===== src/rtl/sys_ctrl_gen.sv =====
// rtl/sys_ctrl_gen.sv - UART command frame decoder driving RF, ALU and TX FIFO
// Optional macro SYS_CTRL_ERR_RESP_EN: unknown command / timeout send a 0xEE error word.
module sys_ctrl_gen #(
    parameter int DATA_WIDTH    = 8,
    parameter int ADDR_WIDTH    = 4,
    parameter int ALU_OUT_WIDTH = 16,
    parameter int TIMEOUT_CYC   = 1024
) (
    input  logic                     CLK,
    input  logic                     RST,
    input  logic [DATA_WIDTH-1:0]    RX_P_DATA,
    input  logic                     RX_D_VLD,
    input  logic [DATA_WIDTH-1:0]    RdData,
    input  logic                     RdData_Valid,
    input  logic [ALU_OUT_WIDTH-1:0] ALU_OUT,
    input  logic                     OUT_Valid,
    input  logic                     F_FULL,
    output logic                     WrEN,
    output logic                     RdEn,
    output logic [ADDR_WIDTH-1:0]    Address,
    output logic [DATA_WIDTH-1:0]    WrData,
    output logic                     ALU_EN,
    output logic [3:0]               ALU_FUN,
    output logic                     CLK_EN,
    output logic [DATA_WIDTH-1:0]    TX_P_Data,
    output logic                     TX_D_VLD,
    output logic                     clk_div_en,
    output logic                     CMD_BUSY,
    output logic                     TIMEOUT_ERR
);

    localparam int NW    = (ALU_OUT_WIDTH + DATA_WIDTH - 1) / DATA_WIDTH;
    localparam int BUF_W = NW * DATA_WIDTH;
    localparam int IDX_W = $clog2(NW) + 1;
    localparam int TW    = (TIMEOUT_CYC > 1) ? $clog2(TIMEOUT_CYC + 1) : 1;

    typedef enum logic [3:0] {
        IDLE, WR_ADDR, WR_DATA, RD_ADDR, RD_WAIT, OP_A, OP_B,
        ALU_FUN_S, ALU_WAIT, TX_SEND, ERR_SEND
    } state_t;

`ifdef SYS_CTRL_ERR_RESP_EN
    localparam state_t ERR_DEST = ERR_SEND;
`else
    localparam state_t ERR_DEST = IDLE;
`endif

    state_t                state, state_nxt;
    logic                  in_frame, tmo_exp, rx_acc, last_word;
    logic [TW-1:0]         tmo_cnt;
    logic [BUF_W-1:0]      resp_buf;
    logic [IDX_W-1:0]      nw_r, idx;
    logic [DATA_WIDTH-1:0] cur_word;

    assign in_frame  = state inside {WR_ADDR, WR_DATA, RD_ADDR, OP_A, OP_B, ALU_FUN_S};
    assign tmo_exp   = (TIMEOUT_CYC != 0) && in_frame && (tmo_cnt == TW'(TIMEOUT_CYC - 1));
    // An expiring timeout swallows a byte arriving in the same cycle.
    assign rx_acc    = RX_D_VLD && !tmo_exp && (in_frame || state == IDLE);
    assign cur_word  = DATA_WIDTH'(resp_buf >> (idx * DATA_WIDTH));
    assign last_word = (idx == nw_r - 1'b1);

    assign TX_D_VLD   = (state == TX_SEND || state == ERR_SEND) && !F_FULL;
    assign TX_P_Data  = (state == ERR_SEND) ? DATA_WIDTH'(8'hEE) :
                        (state == TX_SEND)  ? cur_word : '0;
    assign CMD_BUSY   = (state != IDLE);
    assign clk_div_en = 1'b1;

    always_comb begin
        state_nxt = state;
        if (tmo_exp) begin
            state_nxt = ERR_DEST;
        end else begin
            case (state)
                IDLE: if (rx_acc) begin
                    if      (RX_P_DATA == DATA_WIDTH'(8'hAA)) state_nxt = WR_ADDR;
                    else if (RX_P_DATA == DATA_WIDTH'(8'hBB)) state_nxt = RD_ADDR;
                    else if (RX_P_DATA == DATA_WIDTH'(8'hCC)) state_nxt = OP_A;
                    else if (RX_P_DATA == DATA_WIDTH'(8'hDD)) state_nxt = ALU_FUN_S;
                    else                                      state_nxt = ERR_DEST;
                end
                WR_ADDR:   if (rx_acc) state_nxt = WR_DATA;
                WR_DATA:   if (rx_acc) state_nxt = IDLE;
                RD_ADDR:   if (rx_acc) state_nxt = RD_WAIT;
                RD_WAIT:   if (RdData_Valid) state_nxt = TX_SEND;
                OP_A:      if (rx_acc) state_nxt = OP_B;
                OP_B:      if (rx_acc) state_nxt = ALU_FUN_S;
                ALU_FUN_S: if (rx_acc) state_nxt = ALU_WAIT;
                ALU_WAIT:  if (OUT_Valid) state_nxt = TX_SEND;
                TX_SEND:   if (!F_FULL && last_word) state_nxt = IDLE;
                ERR_SEND:  if (!F_FULL) state_nxt = IDLE;
                default:   state_nxt = IDLE;
            endcase
        end
    end

    always_ff @(posedge CLK or negedge RST) begin
        if (!RST) begin
            state       <= IDLE;
            tmo_cnt     <= '0;
            resp_buf    <= '0;
            nw_r        <= '0;
            idx         <= '0;
            WrEN        <= 1'b0;
            RdEn        <= 1'b0;
            Address     <= '0;
            WrData      <= '0;
            ALU_EN      <= 1'b0;
            ALU_FUN     <= '0;
            CLK_EN      <= 1'b0;
            TIMEOUT_ERR <= 1'b0;
        end else begin
            state       <= state_nxt;
            WrEN        <= 1'b0;
            RdEn        <= 1'b0;
            ALU_EN      <= 1'b0;
            TIMEOUT_ERR <= tmo_exp;
            if (!in_frame || rx_acc || tmo_exp) tmo_cnt <= '0;
            else                                tmo_cnt <= tmo_cnt + 1'b1;
            case (state)
                WR_ADDR: if (rx_acc) Address <= RX_P_DATA[ADDR_WIDTH-1:0];
                WR_DATA: if (rx_acc) begin
                    WrData <= RX_P_DATA;
                    WrEN   <= 1'b1;
                end
                RD_ADDR: if (rx_acc) begin
                    Address <= RX_P_DATA[ADDR_WIDTH-1:0];
                    RdEn    <= 1'b1;
                end
                RD_WAIT: if (RdData_Valid) begin
                    resp_buf <= BUF_W'(RdData);
                    nw_r     <= IDX_W'(1);
                    idx      <= '0;
                end
                OP_A: if (rx_acc) begin
                    Address <= '0;
                    WrData  <= RX_P_DATA;
                    WrEN    <= 1'b1;
                end
                OP_B: if (rx_acc) begin
                    Address <= ADDR_WIDTH'(1);
                    WrData  <= RX_P_DATA;
                    WrEN    <= 1'b1;
                end
                ALU_FUN_S: if (rx_acc) begin
                    ALU_FUN <= RX_P_DATA[3:0];
                    ALU_EN  <= 1'b1;
                    CLK_EN  <= 1'b1;
                end
                ALU_WAIT: if (OUT_Valid) begin
                    resp_buf <= BUF_W'(ALU_OUT);
                    nw_r     <= IDX_W'(NW);
                    idx      <= '0;
                    CLK_EN   <= 1'b0;
                end
                TX_SEND: if (!F_FULL) idx <= last_word ? '0 : idx + 1'b1;
                default: ;
            endcase
        end
    end

endmodule

===== config.mk =====
export PLATFORM = sky130hd
export DESIGN_NAME = sys_ctrl_gen
export DESIGN_NICKNAME = d
export VERILOG_FILES = /design/src/rtl/sys_ctrl_gen.sv
export SDC_FILE = /design/constraint.sdc
export NUM_CORES = 1
export LEC_CHECK = 0
export CAP_MARGIN = 20
export CORE_ASPECT_RATIO = 0.75
export CORE_UTILIZATION = 29
export DETAILED_ROUTE_END_ITERATION = 12
export HOLD_SLACK_MARGIN = 0.08
export PLACE_DENSITY = 0.5
export SKIP_CTS_REPAIR_TIMING = 1
export SLEW_MARGIN = 25
export SYNTH_ARGS = -nofsm -noshare
export SYNTH_HDL_FRONTEND = slang
export SYNTH_SLANG_ARGS = --single-unit

===== constraint.sdc =====
create_clock -name CLK -period 4.2 [get_ports CLK]
set_clock_uncertainty 0.05 [all_clocks]
set_input_delay 1.05 -clock CLK [delete_from_list [all_inputs] [get_ports CLK]]
set_output_delay 1.05 -clock CLK [all_outputs]
set_load 0.1 [all_outputs]

; Yosys cells after proc, flatten, opt, wreduce, memory -nomap -nowiden
; Cells that the tools add are included.
[word_totals]
ff_bits = 56
input_bits = 38
[classes]
shifts = 1
reduce_logical = 28
eq_ne = 34
n_mux = 41
addsub = 3
[ops]
columns = cell, n
row1 = 4-bit two-way mux, 14
row2 = 4-bit case mux with 11 select lines, 1
row3 = "8-bit == test, second input constant", 4
row4 = 16-bit two-way mux, 2
row5 = 16-bit case mux with 2 select lines, 1
row6 = "3-bit != test, second input constant", 10
row7 = "4-bit by 3-bit == test with 1-bit output, second input constant", 4
row8 = 8-bit two-way mux, 2
row9 = 16-bit by 5-bit right shift with 8-bit output, 1
row10 = "4-bit == test, second input constant", 3
row11 = 2-bit two-way mux, 6
row12 = 3-bit two-way mux, 4
row13 = "2-bit != test, second input constant", 6
row14 = 4-bit case mux with 3 select lines, 1
row15 = "11-bit by 1-bit adder with 11-bit output, second input constant", 1
row16 = "11-bit by 10-bit == test with 1-bit output, second input constant", 1
row17 = 11-bit two-way mux, 1
row18 = 11-bit AND reduction, 1
row19 = "4-bit by 2-bit == test with 1-bit output, second input constant", 2
row20 = 4-bit AND reduction, 2
row21 = 1-bit two-way mux, 6
row22 = 2-bit case mux with 3 select lines, 1
row23 = 3-bit AND reduction, 2
row24 = 3-bit nonzero test, 2
row25 = other kinds (18), 29

; Depth between registers and ports, before layout
[logic_depth]
word_depth = 9
ltp_mapped = 7
depth_no_buf = 6

; Worst setup path after synthesis
; OpenSTA, ideal clock, no wires.
[synth_timing]
path_kind = register to output
from = reg state[0]
to = out TX_P_Data[1]
stages_incl_launch_ff = 5
path_slack_ns = 0.065
arrival_ns = 3.035
cell_sequence = dfrtp_1 buf_4 nor2b_2 nand3_1 o21ai_0
[synth_between]
elab_chain_cells = 3
word_cells_on_any_way = 4
[synth_rtl]
columns = item, line
row1 = "start, declared", 48  ; state_t state, state_nxt;
row2 = "start signal, assigned", 112  ; state <= state_nxt;
row3 = 4-bit == test, 64  ; (state == TX_SEND) ? cur_word : '0;
row4 = 8-bit two-way mux, 64
row5 = 8-bit two-way mux (*), 63  ; assign TX_P_Data = (state == ERR_SEND) ? DATA_WIDTH'(8'hEE) :
row6 = "end, declared", 25  ; output logic [DATA_WIDTH-1:0] TX_P_Data,
; Mark *: on every way between the ends. The rest lies on a longest branch, timed or not.

; Worst setup path in the final report
[layout_timing]
from = reg state[3]
to = out TX_P_Data[7]
; The elaborated chain is that of the path after synthesis.

==> results.py <==
metrics = {
    "logic_synthesis": {
        "synth_flop_cell": "dfrtp_1",
        "yosys.area.top_type_share": 0.491,
        "synth_top_cell_by_area": "dfrtp_1",
        "synthTopCellsByCount": "56 x dfrtp_1, 22 x nand2_1, 19 x inv_1",
        "synthCells": 261,
        "avgSynthCellArea_um2": 10.9,
        "synth-edff-count": 0,
        "synth_area_leaders": "dfrtp_1 49%, mux2i_1 5.6%, mux2_2 5.1%",
        "synth.most_common_cell": "dfrtp_1",
        "synth.distinct_cells": 52,
        "ys_ff_latch": 56,
        "ys.warnings.count": 0,
        "synth_nets": 300,
        "netlist_area_mm2": 0.00286,
        "ys_seq_area_frac": 0.491,
        "async_flop_share": 1.00,
    },
    "die": {
        "ios": 70,
        "rows": 30,
        "dieHeight_um": 88.0,
        "initial_core_util": 0.307,
        "core-area_mm2": 0.00931,
        "die_area_mm2": 0.0103,
        "fp.dieW_um": 117,
    },
    "sta": {
        "worst_pin_slew_ns": 0.988,
        "relSlewSlack": 0.339,
        "slew_violations": 0,
        "setup_viol": 0,
        "fin_tns_setup_ns": 0,
        "whs_ns": 0.451,
        "fmax_ghz": 0.300,
        "hold_viol": 0,
        "rsz0062_at_grt": "false",
        "post-route-min-period_ns": 3.33,
        "post-route-period-util": 0.793,
    },
    "final_layout": {
        "final_area_mm2": 0.00378,
        "fillers": 941,
        "drive_above_1_share": 0.143,
        "finalNetCount": 366,
        "areaGrowthSynthToFinish_pct": 32.2,
        "num_antenna_cells": 0,
        "fin_util": 0.406,
    },
    "grt": {
        "grt_usage": 0.140,
        "grt_max_degree": 40,
        "overflow": 0,
        "first_global_vias": 2071,
        "grt_pass1_wl_um": 10800,
        "grt_antenna_before_repair": 0,
    },
    "place": {
        "hpwl_um": 4840,
        "placed_area_mm2": 0.00361,
        "portBuffers": 68,
        "place_congestion": 0.799,
    },
    "cts": {
        "worstSkewPairLatency_ns": 0.29,
        "h-tree-depth": 2,
        "clkSinkCount": 56,
        "tritoncts": "done",
        "cts.clk_slew.worst_paths_ns": 0.07,
        "cts.path.max_buffers": 2,
        "cts_inserted_buffers": 5,
        "cts_root_buffer": "clkbuf_16",
    },
    "power": {
        "finalPower_w": 0.00237,
        "ir_drop_mv": 0.312,
        "p_per_area_mw_per_mm2": 626,
        "p_leak_nw": 1.63,
    },
    "setup_path": {
        "cpPeakStageDelay_ns": 0.75,
        "critical_path_buf_inv_count": 1,
        "cp_slowest_cell": "dfrtp_1",
        "crit_path_start": "state[3]",
        "crit_family": "flip-flops",
        "critPathMaxFanout": 17,
        "critPathCaptureType": "output pin",
        "r2r_start": "state[2]",
        "required_ns": 3.10,
        "crit_arrival_ns": 2.23,
        "crit_path_cell_trace": "and2b_4 > nand3_1 > o21ai_0 > buf_4",
        "startpoint_type": "flip-flop",
        "worstSetupPathType": "reg2out",
    },
    "drt": {
        "viasPerCell": 4.80,
        "routed_wl_um": 6720,
        "drt-initial-drc-count": 185,
        "ant_nets": 0,
        "wl_per_cell_um": 14.7,
        "drt_drc_violations_left": 0,
        "dr.pass1.iters": 5,
        "num_vias": 2187,
    },
    "status": {
        "outcome": "finished, final reports clean",
    },
    "min_path": {
        "hp-start": "tmo_cnt[0]",
        "min_path_type": "reg2reg",
    },
    "run": {
        "maxCapViolCount": 0,
    },
}
## area by class of cell
| type | instances | area, um^2 | area share |
|---|---|---|---|
| clock buffer | 6 | 129 | 0.0341 |
| sequential | 56 | 1400 | 0.371 |
| timing repair buffer | 71 | 673 | 0.178 |
| inverter | 19 | 71.3 | 0.0189 |
| multi-input combinational | 174 | 1310 | 0.346 |
| tap | 128 | 160 | 0.0424 |
| clock inverter | 2 | 35.0 | 0.00928 |
## final timing paths
path	end	slack, ns	cells past startpoint
setup reg to reg	resp_buf[0]	1.86	5
min in group asynchronous	tmo_cnt[3]	0.82	1
hold / removal	tmo_cnt[0]	0.45	1
max in group asynchronous	tmo_cnt[7]	2.48	2
hold reg to reg	tmo_cnt[0]	0.45	1
setup / recovery	TX_P_Data[7]	0.87	4
## metrics by stage
step                      instances  worst slack [ns]
after floorplan                 261            0.0655
after global placement          448              1.08
after detailed placement        448              1.09
after CTS                       456             0.851
after global routing            456             0.750
final                           456             0.870
## registers in the layout, summed over array words and instances (netlist names)
register / cells
resp_buf: 16
tmo_cnt: 11
WrData: 8
ALU_FUN: 4
Address: 4
state: 4
idx: 2
nw_r: 2
ALU_EN: 1
CLK_EN: 1
RdEn: 1
TIMEOUT_ERR: 1
WrEN: 1
## cells by family after synthesis
group,count (synthesis),synth area share
xor+xnor,13,0.0399
fa+ha+maj,1,0.00438
mux,30,0.111
simple gates,79,0.164
compound gates,50,0.137
buf+inv,31,0.0521
other cells,1,0.00131
flops,56,0.491
## power breakdown
group	total (W)	switching (W)	internal, W
combinational	0.00109	0.000747	0.000342
sequential	0.000809	0.000116	0.000693
clock	0.000467	0.000186	0.000281
## layer usage
layer,global-route usage,routed length (um)
met4,0.0414,69
met2,0.202,2990
met1,0.205,3380
met3,0.0332,282
met5,0,0
## layout by cell type (no fill, tap or decap), types with 2 or more instances in the layout
cell,n
nand2b_1,3
nand2_1,22
clkdlybuf4s50_1,57
nor3_2,2
nor3_4,2
nor2_1,18
dfrtp_1,56
nor2b_1,2
o22ai_1,4
mux2_2,13
inv_1,19
nand3_1,7
nor3b_1,3
mux2i_1,16
o21a_1,2
a22o_1,8
clkbuf_16,5
and3_1,2
o21ai_0,11
nor4bb_1,2
a22oi_1,2
nor3_1,4
xor2_1,7
xnor2_1,6
buf_4,13
a222oi_1,8
a21oi_1,7
## worst reg2reg max path: cells and delay by family, from the launching register on
family | cells | cell delay, ns
AO/OA/AOI/OAI | 2 | 1.02
buffers and inverters | 1 | 0.07
flip-flops | 1 | 0.70
AND/OR/NAND/NOR | 2 | 0.40
Note: power is estimated with default switching activity, not from simulation.
